[config.mk]
export PLATFORM = sky130hd
export DESIGN_NAME = missile_scheduler
export DESIGN_NICKNAME = d
export VERILOG_FILES = /design/src/rtl/missile_scheduler.sv
export SDC_FILE = /design/constraint.sdc
export NUM_CORES = 1
export LEC_CHECK = 0
export BUFFER_PORTS_ARGS = -buffer_cell sky130_fd_sc_hd__buf_2
export CORE_ASPECT_RATIO = 0.6
export CORE_MARGIN = 3
export CORE_UTILIZATION = 55
export DETAILED_ROUTE_END_ITERATION = 8
export GPL_TIMING_DRIVEN = 1
export PLACE_DENSITY_LB_ADDON = 0.3
export SLEW_MARGIN = 20
export SYNTH_ARGS = -nofsm -noshare
export SYNTH_HDL_FRONTEND = slang
export SYNTH_SLANG_ARGS = --single-unit
[constraint.sdc]
create_clock -name clk_22 -period 3.1 [get_ports clk_22]
set_input_delay 0.465 -clock clk_22 [delete_from_list [all_inputs] [get_ports clk_22]]
set_output_delay 0.465 -clock clk_22 [all_outputs]
set_load 0.01 [all_outputs]
[src/rtl/missile_scheduler.sv]
// missile_scheduler: shares a pool of missile slots between the player robot and the enemy dragon.
// Optional build macro MISSILE_HIT_EN adds hit_clr to retire flying missiles early.
module missile_scheduler #(
  parameter int unsigned NUM_SLOTS = 4,
  parameter int unsigned STEP      = 50,
  parameter int unsigned CD_TICKS  = 10,
  parameter int unsigned X_MAX     = 640
) (
  input  logic                      clk_22,
  input  logic                      rst,
  input  logic                      pause,
  input  logic                      req_p,
  input  logic                      req_e,
  input  logic [9:0]                p_x,
  input  logic [9:0]                p_y,
  input  logic [9:0]                e_x,
  input  logic [9:0]                e_y,
`ifdef MISSILE_HIT_EN
  input  logic [NUM_SLOTS-1:0]      hit_clr,
`endif
  output logic                      grant_p,
  output logic                      grant_e,
  output logic [NUM_SLOTS-1:0]      slot_active,
  output logic [NUM_SLOTS-1:0]      slot_owner,
  output logic [10*NUM_SLOTS-1:0]   slot_x,
  output logic [10*NUM_SLOTS-1:0]   slot_y,
  output logic                      busy,
  output logic                      cd_sign
);

  localparam int unsigned CNT_W   = (CD_TICKS > 1) ? $clog2(CD_TICKS) : 1;
  localparam logic [10:0] STEP_11 = 11'(STEP);
  localparam logic [10:0] XMAX_11 = 11'(X_MAX);
  localparam logic [9:0]  STEP_10 = 10'(STEP);
  localparam logic [CNT_W-1:0] CNT_LAST = CNT_W'(CD_TICKS - 1);

  typedef enum logic [1:0] {
    S_IDLE = 2'b00,
    S_FLY  = 2'b01,
    S_CD   = 2'b10
  } slot_st_e;

  slot_st_e             st_q  [NUM_SLOTS];
  slot_st_e             st_d  [NUM_SLOTS];
  logic [9:0]           x_q   [NUM_SLOTS];
  logic [9:0]           x_d   [NUM_SLOTS];
  logic [9:0]           y_q   [NUM_SLOTS];
  logic [9:0]           y_d   [NUM_SLOTS];
  logic [CNT_W-1:0]     cnt_q [NUM_SLOTS];
  logic [CNT_W-1:0]     cnt_d [NUM_SLOTS];
  logic [NUM_SLOTS-1:0] owner_q, owner_d;

  logic pend_p_q, pend_p_d, pend_e_q, pend_e_d;
  logic hist_p_q, hist_p_d, hist_e_q, hist_e_d;
  logic rr_last_q, rr_last_d;   // 1 = enemy won the last tie
  logic grant_p_q, grant_p_d, grant_e_q, grant_e_d;

  logic [NUM_SLOTS-1:0] alloc_oh;
  logic                 free_found;
  logic                 win_p, win_e;
  logic [10:0]          x_fwd;

  // Next-state: request capture, arbitration, allocation and per-slot motion
  always_comb begin
    st_d       = st_q;
    x_d        = x_q;
    y_d        = y_q;
    cnt_d      = cnt_q;
    owner_d    = owner_q;
    pend_p_d   = pend_p_q;
    pend_e_d   = pend_e_q;
    hist_p_d   = hist_p_q;
    hist_e_d   = hist_e_q;
    rr_last_d  = rr_last_q;
    grant_p_d  = 1'b0;
    grant_e_d  = 1'b0;
    alloc_oh   = '0;
    free_found = 1'b0;
    win_p      = 1'b0;
    win_e      = 1'b0;
    x_fwd      = '0;

    for (int unsigned i = 0; i < NUM_SLOTS; i++) begin
      if (!free_found && st_q[i] == S_IDLE) begin
        free_found  = 1'b1;
        alloc_oh[i] = 1'b1;
      end
    end

    if (!pause) begin
      hist_p_d = req_p;
      hist_e_d = req_e;

      if (free_found) begin
        if (pend_p_q && pend_e_q) begin
          win_p     = rr_last_q;
          win_e     = ~rr_last_q;
          rr_last_d = ~rr_last_q;
        end else begin
          win_p = pend_p_q;
          win_e = pend_e_q;
        end
      end

      // A rise while already pending (or while being granted) is absorbed
      pend_p_d  = win_p ? 1'b0 : (pend_p_q | (req_p & ~hist_p_q));
      pend_e_d  = win_e ? 1'b0 : (pend_e_q | (req_e & ~hist_e_q));
      grant_p_d = win_p;
      grant_e_d = win_e;

      for (int unsigned i = 0; i < NUM_SLOTS; i++) begin
        case (st_q[i])
          S_IDLE: begin
            if ((win_p || win_e) && alloc_oh[i]) begin
              st_d[i]    = S_FLY;
              x_d[i]     = win_p ? p_x : e_x;
              y_d[i]     = win_p ? p_y : e_y;
              owner_d[i] = win_e;
            end
          end
          S_FLY: begin
            x_fwd = {1'b0, x_q[i]} + STEP_11;
            if (!owner_q[i]) begin
              if (x_fwd >= XMAX_11) st_d[i] = S_CD;
              else                  x_d[i]  = x_fwd[9:0];
            end else begin
              if (x_q[i] < STEP_10) st_d[i] = S_CD;
              else                  x_d[i]  = x_q[i] - STEP_10;
            end
          end
          S_CD: begin
            if (cnt_q[i] == CNT_LAST) begin
              st_d[i]  = S_IDLE;
              cnt_d[i] = '0;
            end else begin
              cnt_d[i] = cnt_q[i] + CNT_W'(1);
            end
          end
          default: st_d[i] = S_IDLE;
        endcase
      end
    end

`ifdef MISSILE_HIT_EN
    // Hits override motion and are honoured even while paused
    for (int unsigned i = 0; i < NUM_SLOTS; i++) begin
      if (st_q[i] == S_FLY && hit_clr[i]) begin
        st_d[i] = S_CD;
        x_d[i]  = x_q[i];
      end
    end
`endif
  end

  always_ff @(posedge clk_22) begin
    if (rst) begin
      for (int unsigned i = 0; i < NUM_SLOTS; i++) begin
        st_q[i]  <= S_IDLE;
        x_q[i]   <= '0;
        y_q[i]   <= '0;
        cnt_q[i] <= '0;
      end
      owner_q   <= '0;
      pend_p_q  <= 1'b0;
      pend_e_q  <= 1'b0;
      hist_p_q  <= 1'b0;
      hist_e_q  <= 1'b0;
      rr_last_q <= 1'b1;
      grant_p_q <= 1'b0;
      grant_e_q <= 1'b0;
    end else begin
      st_q      <= st_d;
      x_q       <= x_d;
      y_q       <= y_d;
      cnt_q     <= cnt_d;
      owner_q   <= owner_d;
      pend_p_q  <= pend_p_d;
      pend_e_q  <= pend_e_d;
      hist_p_q  <= hist_p_d;
      hist_e_q  <= hist_e_d;
      rr_last_q <= rr_last_d;
      grant_p_q <= grant_p_d;
      grant_e_q <= grant_e_d;
    end
  end

  // Renderer-facing status decoded from slot state
  always_comb begin
    slot_active = '0;
    slot_x      = '0;
    slot_y      = '0;
    busy        = 1'b1;
    cd_sign     = 1'b0;
    for (int unsigned i = 0; i < NUM_SLOTS; i++) begin
      slot_active[i]    = (st_q[i] == S_FLY);
      slot_x[10*i +: 10] = x_q[i];
      slot_y[10*i +: 10] = y_q[i];
      if (st_q[i] == S_IDLE) busy    = 1'b0;
      if (st_q[i] == S_CD)   cd_sign = 1'b1;
    end
  end

  assign slot_owner = owner_q;
  assign grant_p    = grant_p_q;
  assign grant_e    = grant_e_q;

endmodule

Yosys cells after proc, flatten, opt, wreduce, memory -nomap -nowiden
Cells that the tools add are included.
{"block": "op_classes", "n_addsub": 12, "bitwise": 8, "magnitude_cmp": 8, "mux": 73, "n_reduce_logical": 38, "eq_ne": 36}
{"op": "2-to-1 mux 10 bit", "count": 18}
{"op": "one-hot mux 10 bit (2 select lines)", "count": 4}
{"op": "adder 10 x 6 -> 11 bit, second input constant", "count": 4}
{"op": ">= comparator 11 x 10 -> 1 bit, second input constant", "count": 4}
{"op": "< comparator 10 x 6 -> 1 bit, second input constant", "count": 4}
{"op": "2-to-1 mux 2 bit", "count": 20}
{"op": "AND reduction 5 bit", "count": 8}
{"op": "subtractor 10 x 6 -> 10 bit, second input constant", "count": 4}
{"op": "!= test 3 bit, second input constant", "count": 8}
{"op": "one-hot mux 2 bit (3 select lines)", "count": 4}
{"op": "2-to-1 mux 1 bit", "count": 23}
{"op": "adder 4 x 1 -> 4 bit, second input constant", "count": 4}
{"op": "equality test 4 bit, second input constant", "count": 4}
{"op": "2-to-1 mux 4 bit", "count": 4}
{"op": "AND reduction 3 bit", "count": 5}
{"op": "!= test 2 bit, second input constant", "count": 6}
{"op": "!= test 3 x 1 -> 1 bit, second input constant", "count": 4}
{"op": "!= test 3 x 2 -> 1 bit, second input constant", "count": 4}
{"op": "equality test 2 x 1 -> 1 bit, second input constant", "count": 4}
{"op": "equality test 2 bit, second input constant", "count": 4}
{"op": "logical AND 1 bit", "count": 8}
{"op": "zero test 2 bit", "count": 4}
{"op": "AND reduction 2 bit", "count": 4}
{"op": "nonzero test 2 bit", "count": 4}
{"op": "other kinds (7)", "count": 15}
{"block": "word_totals", "out_inout_bits": 92, "wordCells": 202, "regBits": 115, "in_bits": 45}

Logic depth before layout (Yosys ltp)
{"block": "logic_depth", "word_depth": 17, "mapped_depth": 9}

Least setup slack after synthesis
OpenSTA, ideal clock, no wires.
{"block": "synth_timing", "kind": "register to register", "from": "reg x_q, in the netlist slot_x[1]", "to": "reg x_q, in the netlist slot_x[6]", "setup_ps": 133, "t_required_ps": 2967, "path_stages_with_launch": 9, "t_arrival_ps": 2232, "path_slack_ps": 735, "path_cell_list": "dfxtp_1 > ha_1 > a211o_1 > a221oi_2 > nand3_2 > a2111oi_4 > buf_6 > a21boi_2 > o22ai_1"}
{"block": "synth_between", "elab_chain_len": 4, "word_cells_on_any_way": 11, "classes_between": "2 x add/sub; 2 x order compare; 2 x eq/ne; 4 x mux; 1 x reduce/logical"}
{"item": "from (decl)", "line": "45", "text": "logic [9:0] x_q [NUM_SLOTS];"}
{"item": "from (signal, indexed assignment)", "line": "159", "text": "x_q[i] <= '0;"}
{"item": "from (signal assigned)", "line": "173", "text": "x_q <= x_d;"}
{"item": "adder 10 x 6 -> 11 bit or subtractor 10 x 6 -> 10 bit (tied branches)", "line": "122, 128"}
{"item": ">= comparator 11 x 10 -> 1 bit (tied with other cells)", "line": "124", "text": "if (x_fwd >= XMAX_11) st_d[i] = S_CD;"}
{"item": "!= test 3 bit (no source line) or 2-to-1 mux 10 bit (tied branches)"}
{"item": "AND reduction 5 bit (no source line) or one-hot mux 10 bit (2 select lines) (tied branches)"}
Parallel ways exist; a longest one is shown, timed or not. The select of a mux whose other input is x is not followed.
A chain may end at the register's enable or synchronous reset.

Worst setup path in the final report
{"block": "layout_timing", "from": "reg x_q, in the netlist slot_x[21]", "to": "reg x_q, in the netlist slot_x[24]"}
The elaborated chain is that of the path after synthesis.

==> run summary <==
Result of the run -> complete, no violations
Top cells by count, synth -> sky130_fd_sc_hd__nor2_1, sky130_fd_sc_hd__dfxtp_1, sky130_fd_sc_hd__a21oi_1
Floorplan die area -> 13100 um^2
Reg-to-Reg End -> slot_x[24]$_SDFFE_PP0P_
Top-count cell post-synth -> sky130_fd_sc_hd__nor2_1
Final hold slack -> 331 ps
Capturing element type of the critical path -> flop
Worst-path clk slew -> 60 ps
Drt drc -> 0
Number of fill cells -> 888
Number of library cell types mapped by synthesis -> 73
Count of antenna diodes in the layout -> 0
Initial antenna violation count -> 0
Clock sink count -> 115
Number of nets with antenna violations after routing -> 0
Sum of overflow across all layers after global routing -> 0
Setup slack of the most critical reg-to-reg path -> 330 ps
Final weighted congestion of routability-driven global placement -> 0.914
Setup Fix Bufs, Post-CTS -> 0
Area fraction of the dominant cell type after synthesis -> 0.356
Starting DRT DRC Count -> 712
Min Tclk post-route -> 2770 ps
Main flop type after synthesis -> sky130_fd_sc_hd__dfxtp_1
Final cell count without fillers -> 1097
Destination of the critical timing path -> slot_x[24]$_SDFFE_PP0P_
Final worst setup slack -> 334 ps
Clock tree from TritonCTS -> yes
Floorplan row count -> 29
Largest cells by area after synthesis -> sky130_fd_sc_hd__dfxtp_1, sky130_fd_sc_hd__nor2_1, sky130_fd_sc_hd__a211oi_1
Count of synthesis-stage warnings from yosys -> 0
# hold bufs at CTS -> 0
Post-Synthesis Cells -> 824
Launch point of the worst reg-to-reg path -> slot_x[21]$_SDFFE_PP0P_
Standby leakage power -> 3.29 nW
Period utilization -> 0.892
Total Nets Final -> 982
Final-layout setup total negative slack -> 0 ps
Mapped cell area -> 6470 um^2
Final Hold Viols -> 0
Post-DP HPWL -> 13200 um
Hold path startpoint -> req_p
Data arrival time of the critical path -> 3090 ps
Post-place setup slack -> 442 ps
Relative area change from synthesis to final layout -> 20.3%
Peak Freq -> 362 MHz
Count of endpoints failing setup in the final report -> 0
Register area share after synthesis -> 0.356
Worst Skew -> 8.24 ps
Routed length per placed instance -> 17.0 um
Fraction of registers with async set or reset after synthesis -> 0
Total routed wirelength -> 18700 um
TritonCTS buffer count -> 17
Unrepaired setup endpoints after global routing -> false
Min-delay worst type -> input pin to flop
H-tree levels -> 4
Floorplan Core Area -> 11000 um^2
Syn Nets -> 877
Number of enable-type register cells in the synthesized netlist -> 0
Floorplan die height -> 90.0 um
Buffer levels on the longest clock path -> 2
Top-level port count -> 137
Startpoint kind of the worst setup timing path -> flop
Crit path required time -> 3420 ps
All-Layer GR Usage -> 0.279
Flip-flop and latch count after synthesis -> 115
Max-cap violations -> 0
Count of final max-slew check failures -> 0
Post-CTS sizing -> 0
Slew at the pin closest to its max-slew limit -> 813 ps
Setup crit start -> slot_x[21]$_SDFFE_PP0P_
Avg Vias per Cell -> 6.05
Crit Path Max Fanout -> 13
Power per unit of standard cell area -> 496 nW/um^2
Buffers added on ports -> 136
Clock tree root buffer cell -> sky130_fd_sc_hd__clkbuf_16
Largest voltage drop on the vdd net -> 0.440 mV
Wire length of the first global-routing pass -> 30400 um
Cell count of the worst reg-to-reg path -> 7
Share of post-route cells with drive strength above 1 -> 0.227
Die X -> 146 um
Worst slew margin relative to its limit -> 0.458
Total power draw -> 3.86 mW
Post-Place Cells -> 1065
Source-to-sink clock delay at the later pin of the worst-skew pair -> 420 ps
Detailed Routing Iterations Pass 1 -> 5
Vias in the first global route -> 5620
Critical path class -> flop to flop
Pin count of the biggest net entering global routing -> 50
Vias post-DR -> 6640
Average instance area after synthesis -> 7.85 um^2
Effective utilization at floorplan -> 0.588
Largest area contributor in the netlist -> sky130_fd_sc_hd__dfxtp_1
## critical path, cell delays in order (launching register included)
cell	delay (ps)
sky130_fd_sc_hd__dfxtp_1	460
sky130_fd_sc_hd__ha_1	270
sky130_fd_sc_hd__and2_1	180
sky130_fd_sc_hd__a41oi_1	120
sky130_fd_sc_hd__o311ai_0	530
sky130_fd_sc_hd__a41oi_2	480
sky130_fd_sc_hd__or2_2	500
sky130_fd_sc_hd__o32ai_1	130
## state kept, by name (all words and copies together), names as in the netlist
signal and flops:
slot_y 40, grant_p 1, grant_e 1, pend_e_q 1
hist_e_q 1, slot_x 40, st_q 8, pend_p_q 1
hist_p_q 1, slot_owner 4, cnt_q 16, rr_last_q 1
## cell type report
cell class / instances / area, um^2 / area share
Clock buffer: 18 / 439 / 0.0564
Clock inverter: 14 / 129 / 0.0166
Inverter: 25 / 93.8 / 0.0121
Multi-Input combinational cell: 616 / 3800 / 0.489
Sequential cell: 115 / 2300 / 0.296
Tap cell: 155 / 194 / 0.0249
Timing Repair Buffer: 154 / 818 / 0.105
## per-stage QoR
stage / area, um^2 / util
final: 7780 / 0.708
after global routing: 7780 / 0.708
after CTS: 7780 / 0.708
after detailed placement: 7210 / 0.656
after global placement: 7210 / 0.656
after floorplan: 6470 / -
## report_power, final
part	total [mW]	leakage [nW]	internal, mW	switching (mW)
clock network	1.87	0.262	1.13	0.742
logic	0.421	2.10	0.166	0.255
registers	1.57	0.930	1.52	0.0509
total	3.86	3.29	2.81	1.05
## cells in the final DEF, fill, tap and decap left out, drive strengths merged, types with 18 or more instances in the layout
master and instances:
a211oi 50, a21oi 67, buf 154, clkbuf 18, dfxtp 115, inv 29
mux2i 26, nand2 41, nand2b 28, nor2 131, nor3 36, o21ai 42
## logic make-up (layout without fill, tap and decap cells)
logic type,after synthesis,after routing,synth area share
multiplexers,29,29,0.0455
adder cells (fa/ha/maj),8,8,0.0155
AO/OA/AOI/OAI,252,252,0.271
flip-flops,115,115,0.356
buffers and inverters,93,211,0.0602
AND/OR/NAND/NOR,315,315,0.235
XOR/XNOR,12,12,0.0163
## metal layers
| metal | wire (um) | vias to the layer above | GRT usage |
|---|---|---|---|
| met3 | 1860 | 29 | 0.0578 |
| met4 | 247 | 0 | 0.0767 |
| met2 | 7820 | 367 | 0.382 |
| met5 | 0 | - | 0 |
| li1 | - | 3200 | - |
| met1 | 8760 | 3044 | 0.438 |
## worst min-delay path by stage
stage / end / slack, ps / depth (start not counted)
3_3_place_gp: hist_p_q$_SDFFE_PP0N_ / 460 / 2
4_1_cts: hist_p_q$_SDFFE_PP0N_ / 320 / 3
5_1_grt: hist_p_q$_SDFFE_PP0N_ / 330 / 3
2_1_floorplan: hist_p_q$_SDFFE_PP0N_ / 450 / 2
6_report: hist_p_q$_SDFFE_PP0N_ / 330 / 3
3_5_place_dp: hist_p_q$_SDFFE_PP0N_ / 460 / 2
Note: power is estimated with default switching activity, not from simulation.
